**src/rtl/trace_pkg.sv**
```systemverilog
// Shared types and default widths for the logic-analyzer trace capture and
// readout path; the capture core uses the same width constants.
package trace_pkg;

    localparam int TRACE_ADDR_WIDTH = 16;
    localparam int TRACE_DATA_WIDTH = 17;

    typedef enum logic [1:0] {
        IDLE,
        READ,
        DRAIN
    } state_t;

endpackage

```
**src/rtl/trace_skid_fifo.sv**
```systemverilog
// Two-entry valid/ready FIFO that absorbs trace RAM read returns; its
// occupancy feeds the read-issue credit check in the readout engine.
module trace_skid_fifo
    import trace_pkg::*;
#(
    parameter int WIDTH = TRACE_DATA_WIDTH + 1
) (
    input  logic             clk,
    input  logic             rst,
    input  logic             push,
    input  logic [WIDTH-1:0] push_data,
    output logic             out_valid,
    input  logic             out_ready,
    output logic [WIDTH-1:0] out_data,
    output logic [1:0]       count
);

    logic [WIDTH-1:0] mem_q [2];
    logic             wr_ptr_q;
    logic             rd_ptr_q;
    logic [1:0]       count_q;
    logic             pop;

    assign pop       = out_valid && out_ready;
    assign out_valid = (count_q != 2'd0);
    assign out_data  = mem_q[rd_ptr_q];
    assign count     = count_q;

    // Storage is cleared on reset so the head reads as zero until the first push.
    always_ff @(posedge clk) begin
        if (rst) begin
            mem_q[0] <= '0;
            mem_q[1] <= '0;
            wr_ptr_q <= 1'b0;
            rd_ptr_q <= 1'b0;
            count_q  <= 2'd0;
        end else begin
            if (push) begin
                mem_q[wr_ptr_q] <= push_data;
                wr_ptr_q        <= ~wr_ptr_q;
            end
            if (pop) begin
                rd_ptr_q <= ~rd_ptr_q;
            end
            case ({push, pop})
                2'b10:   count_q <= count_q + 2'd1;
                2'b01:   count_q <= count_q - 2'd1;
                default: count_q <= count_q;
            endcase
        end
    end

endmodule

```
**src/rtl/trace_readout.sv**
```systemverilog
// Reads the trace RAM oldest-sample-first after capture stops and streams the
// samples out over valid/ready, tagging the final sample with m_last.
module trace_readout
    import trace_pkg::*;
#(
    parameter int ADDR_WIDTH = TRACE_ADDR_WIDTH,
    parameter int DATA_WIDTH = TRACE_DATA_WIDTH
) (
    input  logic                  trig_clk,
    input  logic                  trig_rst,
    input  logic                  start,
    input  logic [ADDR_WIDTH-1:0] wt_addr,
    input  logic                  wrapped,
    output logic                  rd_ce,
    output logic [ADDR_WIDTH-1:0] rd_addr,
    input  logic [DATA_WIDTH-1:0] rd_data,
    output logic                  m_valid,
    input  logic                  m_ready,
    output logic [DATA_WIDTH-1:0] m_data,
    output logic                  m_last,
    output logic                  busy,
    output logic                  done
);

    localparam int CNT_WIDTH = ADDR_WIDTH + 1;
    localparam logic [CNT_WIDTH-1:0]  CNT_ONE  = 1;
    localparam logic [ADDR_WIDTH-1:0] ADDR_ONE = 1;

    state_t                state_q;
    state_t                state_d;
    logic [ADDR_WIDTH-1:0] addr_q;
    logic [CNT_WIDTH-1:0]  rem_q;
    logic [CNT_WIDTH-1:0]  start_count;
    logic [ADDR_WIDTH-1:0] start_base;
    logic                  inflight_q;
    logic                  inflight_last_q;
    logic                  done_q;

    logic                  issue;
    logic                  last_issue;
    logic                  pop;
    logic                  credit_ok;
    logic [2:0]            occupied;
    logic                  fifo_valid;
    logic [1:0]            fifo_count;
    logic [DATA_WIDTH:0]   fifo_head;
    logic                  head_last;

    // A wrapped buffer holds a full 2^ADDR_WIDTH samples starting at the write pointer.
    always_comb begin
        start_count = {1'b0, wt_addr};
        start_base  = '0;
        if (wrapped) begin
            start_count = {1'b1, {ADDR_WIDTH{1'b0}}};
            start_base  = wt_addr;
        end
    end

    // The word popped this cycle frees its slot, which keeps streaming bubble-free.
    assign pop        = fifo_valid && m_ready;
    assign occupied   = {1'b0, fifo_count} + {2'b00, inflight_q};
    assign credit_ok  = occupied < (3'd2 + {2'b00, pop});
    assign issue      = (state_q == READ) && credit_ok;
    assign last_issue = issue && (rem_q == CNT_ONE);
    assign head_last  = fifo_valid && fifo_head[DATA_WIDTH];

    always_comb begin
        state_d = state_q;
        case (state_q)
            IDLE: begin
                if (start && (start_count != '0)) begin
                    state_d = READ;
                end
            end
            READ: begin
                if (last_issue) begin
                    state_d = DRAIN;
                end
            end
            DRAIN: begin
                if (pop && head_last) begin
                    state_d = IDLE;
                end
            end
            default: state_d = IDLE;
        endcase
    end

    always_ff @(posedge trig_clk) begin
        if (trig_rst) begin
            state_q         <= IDLE;
            addr_q          <= '0;
            rem_q           <= '0;
            inflight_q      <= 1'b0;
            inflight_last_q <= 1'b0;
            done_q          <= 1'b0;
        end else begin
            state_q         <= state_d;
            inflight_q      <= issue;
            inflight_last_q <= last_issue;
            done_q          <= ((state_q == IDLE) && start && (start_count == '0)) ||
                               ((state_q == DRAIN) && pop && head_last);
            if ((state_q == IDLE) && start) begin
                addr_q <= start_base;
                rem_q  <= start_count;
            end else if (issue) begin
                addr_q <= addr_q + ADDR_ONE;
                rem_q  <= rem_q - CNT_ONE;
            end
        end
    end

    // The last-sample tag travels with the data through the FIFO.
    trace_skid_fifo #(
        .WIDTH (DATA_WIDTH + 1)
    ) u_fifo (
        .clk       (trig_clk),
        .rst       (trig_rst),
        .push      (inflight_q),
        .push_data ({inflight_last_q, rd_data}),
        .out_valid (fifo_valid),
        .out_ready (m_ready),
        .out_data  (fifo_head),
        .count     (fifo_count)
    );

    assign rd_ce   = issue;
    assign rd_addr = addr_q;
    assign m_valid = fifo_valid;
    assign m_data  = fifo_head[DATA_WIDTH-1:0];
    assign m_last  = head_last;
    assign busy    = (state_q != IDLE);
    assign done    = done_q;

endmodule

```
**config.mk**
```make
export PLATFORM = sky130hd
export DESIGN_NAME = trace_readout
export DESIGN_NICKNAME = d
export VERILOG_FILES = /design/src/rtl/trace_pkg.sv /design/src/rtl/trace_skid_fifo.sv /design/src/rtl/trace_readout.sv
export SDC_FILE = /design/constraint.sdc
export NUM_CORES = 1
export LEC_CHECK = 0
export ABC_AREA = 0
export CAP_MARGIN = 20
export CORE_MARGIN = 5
export CORE_UTILIZATION = 55
export CTS_BUF_LIST = sky130_fd_sc_hd__clkbuf_4
export DETAILED_ROUTE_END_ITERATION = 10
export GPL_ROUTABILITY_DRIVEN = 0
export PLACE_DENSITY = 0.93
export SLEW_MARGIN = 20
export SYNTH_ARGS = -nofsm -noshare
export SYNTH_HDL_FRONTEND = slang
export SYNTH_HIERARCHICAL = 1
export SYNTH_SLANG_ARGS = --single-unit
```
**constraint.sdc**
```tcl
create_clock -name trig_clk -period 6.05 [get_ports trig_clk]
set_clock_uncertainty 0.15 [all_clocks]
set_input_delay 0.9075 -clock trig_clk [delete_from_list [all_inputs] [get_ports trig_clk]]
set_output_delay 0.9075 -clock trig_clk [all_outputs]
set_load 0.02 [all_outputs]
```
==> summary.txt <==
Run status
  • Status: finished, final reports clean

Synthesis
  • Top cells by count, synth: nor2_1 (65), dfxtp_1 (43), edfxtp_1 (36), a21oi_1 (34), nand2_1 (31)
  • Synth Area in XOR/XNOR: 2.85%
  • Post-Synth Adder-Cell Area: 1.88%
  • Count leader, synth: nor2_1
  • Dominant combinational cell family by area after synthesis: simple AND/OR/NAND/NOR gates
  • Post-Syn Area per Cell: between 9 and 10 um2
  • Post-synthesis compound-gate area fraction: 15.1%
  • Cells after synthesis: roughly 420
  • Number of flops mapped to enable cells by yosys: 36
  • Ys async rst share: 0%
  • Yosys top cell area share: 27.0%
  • Proportion of synthesized area in mux cells: between 5 and 6%
  • Most used DFF post-synth: dfxtp_1
  • Netlist cell types: 52
  • #FFs+latches synth: 79
  • YS warnings: 6
  • Synth top area cells: edfxtp_1 (27%), dfxtp_1 (22%), nor2_1 (6.1%)
  • Net count after synthesis: 466
  • Area of the mapped netlist: around 4000 um2
  • Sequential share of the synthesized area: 48.5%
  • Post-synth top area cell: edfxtp_1
  • Simple-gate portion of the synthesized area: 22.9%

Worst setup path
  • Worst EP required: approximately 5 ns
  • Nature of the critical path endpoint: primary output
  • Most used cell, CP: clkdlybuf4s50_1
  • Crit path kind: input pin to primary output
  • CP arrival: around 3.4 ns
  • Cell-by-cell trace of the critical path: clkdlybuf4s50_1 > nand3b_1 > a21o_1 > inv_1 > clkdlybuf4s50_1
  • CP max FO: 24
  • Worst setup SP type: input pin
  • Worst stage delay on the critical path: 0.74 ns
  • Max stage delay cell, worst path: clkdlybuf4s50_1

Timing
  • Max Freq: 224 MHz
  • Final Cycle Share: between 70% and 80%
  • Setup violators final: 0
  • Max-slew headroom: 38.2%
  • Slew Limit Fails: 0
  • TNS Setup: 0 ns
  • Post-layout min period: 4.46 ns
  • Final Hold Fails: 0
  • Least-Margin Pin Slew: 0.928 ns
  • RSZ-0062 raised after global routing: false

Route
  • TritonRoute pass-1 iters: 5
  • Wirelength, routed: 10.1 mm
  • Post-DRT Antenna Nets: 0
  • DRC Markers: 0
  • Via count: 3,569
  • Initial DRC Count: 261
  • Post-DR vias/cell: 6.02
  • DR WL/cell: 17.0 um

Clocking
  • CTS tree: done
  • Resized Gates After CTS: 0
  • CTS Buf Count: 9
  • H-Tree Depth: 3
  • Clk Latency, worst-skew pair: 0.41 ns
  • Cts-stage hold buffer count: 0
  • Root buf cell: clkbuf_4
  • Maximum root-to-sink buffer count: 2
  • Total clock sinks: 79
  • Clock-pin transition on the worst setup and hold timing paths: between 0.1 and 0.15 ns
  • Setup Buffers After CTS: 0

Layout
  • Ant diodes: 0
  • Area of the multi-input gates: 1940 um2
  • Non-filler cells, final: 593
  • NumNets Final: 533
  • Layout cell share with drive strength beyond 1: 9.72%
  • Fillers: 529
  • Register area: 1940 um2
  • P&R area growth vs syn: 23.4%

Place
  • Inst Count DP: 577
  • I/O Buffers: 75
  • Post-DP HPWL: 6.90 mm

Power and ir drop
  • PwrDens: 270 nW/um2
  • Cell Int Power: approximately 0.9 mW
  • Leakage: about 1.7 nW
  • Reg power frac: roughly half
  • Gate power share: 27.8%
  • Sw Share: 31.9%
  • Clk pwr share: 23.1%
  • P_sw: between 0.4 and 0.5 mW
  • Peak VDD IR: 0.140 mV

Die
  • Io pins: 76
  • Die X: 95.3 um
  • # rows: 31
  • Die H: 95.3 um
  • Die area: 9080 um2
  • Core ar.: 7180 um2
  • Initial core utilization: 55.8%

Global routing
  • Largest net degree at the start of global routing: 65
  • First-pass GRT wire length: ~16 mm
  • Initial antenna violation count: 0
  • GRT Resource Usage Total: 22.3%
  • Total grt overflow: 0
  • Vias in the first global route: roughly 3,400

Run
  • MaxCap Viol Count: 0

Hold path
  • Path category of the worst min-delay check: flip-flop to flip-flop
worst max-delay path: cells and delay by family:
family,cells,cell delay [ns]
AO/OA/AOI/OAI,1,0.43
buffers and inverters,3,1.94
AND/OR/NAND/NOR,1,0.12
power by group through the flow:
stage / registers, mW / clock network [mW] / logic [mW]
2_1_floorplan: 0.652 / 0 / 0.241
3_3_place_gp: 0.662 / 0 / 0.356
3_5_place_dp: 0.665 / 0 / 0.368
4_1_cts: 0.653 / 0.312 / 0.370
5_1_grt: 0.661 / 0.336 / 0.402
6_report: 0.654 / 0.309 / 0.371
sequential cells by signal, summed over array words and instances, names as in the netlist, named ones only:
| signal | count |
|---|---|
| u_fifo/mem_q | 36 |
| rem_q | 17 |
| rd_addr | 16 |
| state_q | 2 |
| u_fifo/count | 2 |
| done | 1 |
| inflight_last_q | 1 |
| inflight_q | 1 |
| u_fifo/rd_ptr_q | 1 |
| u_fifo/wr_ptr_q | 1 |
layout make-up:
type                       instances  area share (%)
sequential                        79            39.3
multi-input combinational        314            39.2
timing repair buffer              79            15.7
tap                               99            2.51
clock buffer                      10            1.52
clock inverter                     6            1.24
inverter                           6           0.456
routing by layer:
metal	global-route usage, %	part of all wire [%]	vias up
met5	0	0	-
met4	9.01	2.0	0
met3	3.24	8.4	21
met2	37.6	49	187
met1	28.8	40	1683
li1	-	-	1678
final timing paths:
path	start	to	slack [ns]	depth (start not counted)
max	m_ready	rd_ce	1.59	5
min	u_fifo/wr_ptr_q	u_fifo/wr_ptr_q	0.34	2
max reg2reg	u_fifo/count[0]	rem_q[5]	2.75	8
min reg2reg	u_fifo/wr_ptr_q	u_fifo/wr_ptr_q	0.34	2
kinds of logic after synthesis:
kind of cell	count (synthesis)
AND/OR/NAND/NOR	181
AO/OA/AOI/OAI	94
buffers and inverters	29
adder cells (fa/ha/maj)	6
multiplexers	20
XOR/XNOR	13
flip-flops	79
layout by cell type, fill, tap and decap left out, types with 7 or more instances in the layout:
| master | instances |
|---|---|
| dfxtp_1 | 43 |
| clkdlybuf4s50_1 | 74 |
| nand2_1 | 31 |
| mux2_2 | 19 |
| nor2_1 | 65 |
| clkbuf_4 | 10 |
| edfxtp_1 | 36 |
| nand3_1 | 17 |
| nor4_1 | 10 |
| a211oi_1 | 15 |
| o21ai_0 | 12 |
| a21oi_1 | 34 |
| nand2b_1 | 23 |
| xor2_1 | 7 |
per-stage QoR:
| stage | cell area [um2] | setup WS [ns] | power [mW] | hold slack, ns | utilization (%) |
|---|---|---|---|---|---|
| floorplan | 4000 | 3.43 | 0.892 | 0.294 | - |
| global placement | 4800 | 1.67 | 1.02 | 0.308 | 66.9 |
| detailed placement | 4800 | 1.64 | 1.03 | 0.328 | 66.9 |
| CTS | 4940 | 1.61 | 1.34 | 0.348 | 68.8 |
| global route | 4940 | 1.42 | 1.40 | 0.367 | 68.8 |
| finish | 4940 | 1.59 | 1.33 | 0.343 | 68.8 |
No activity file was read; power rests on OpenSTA's default activity.
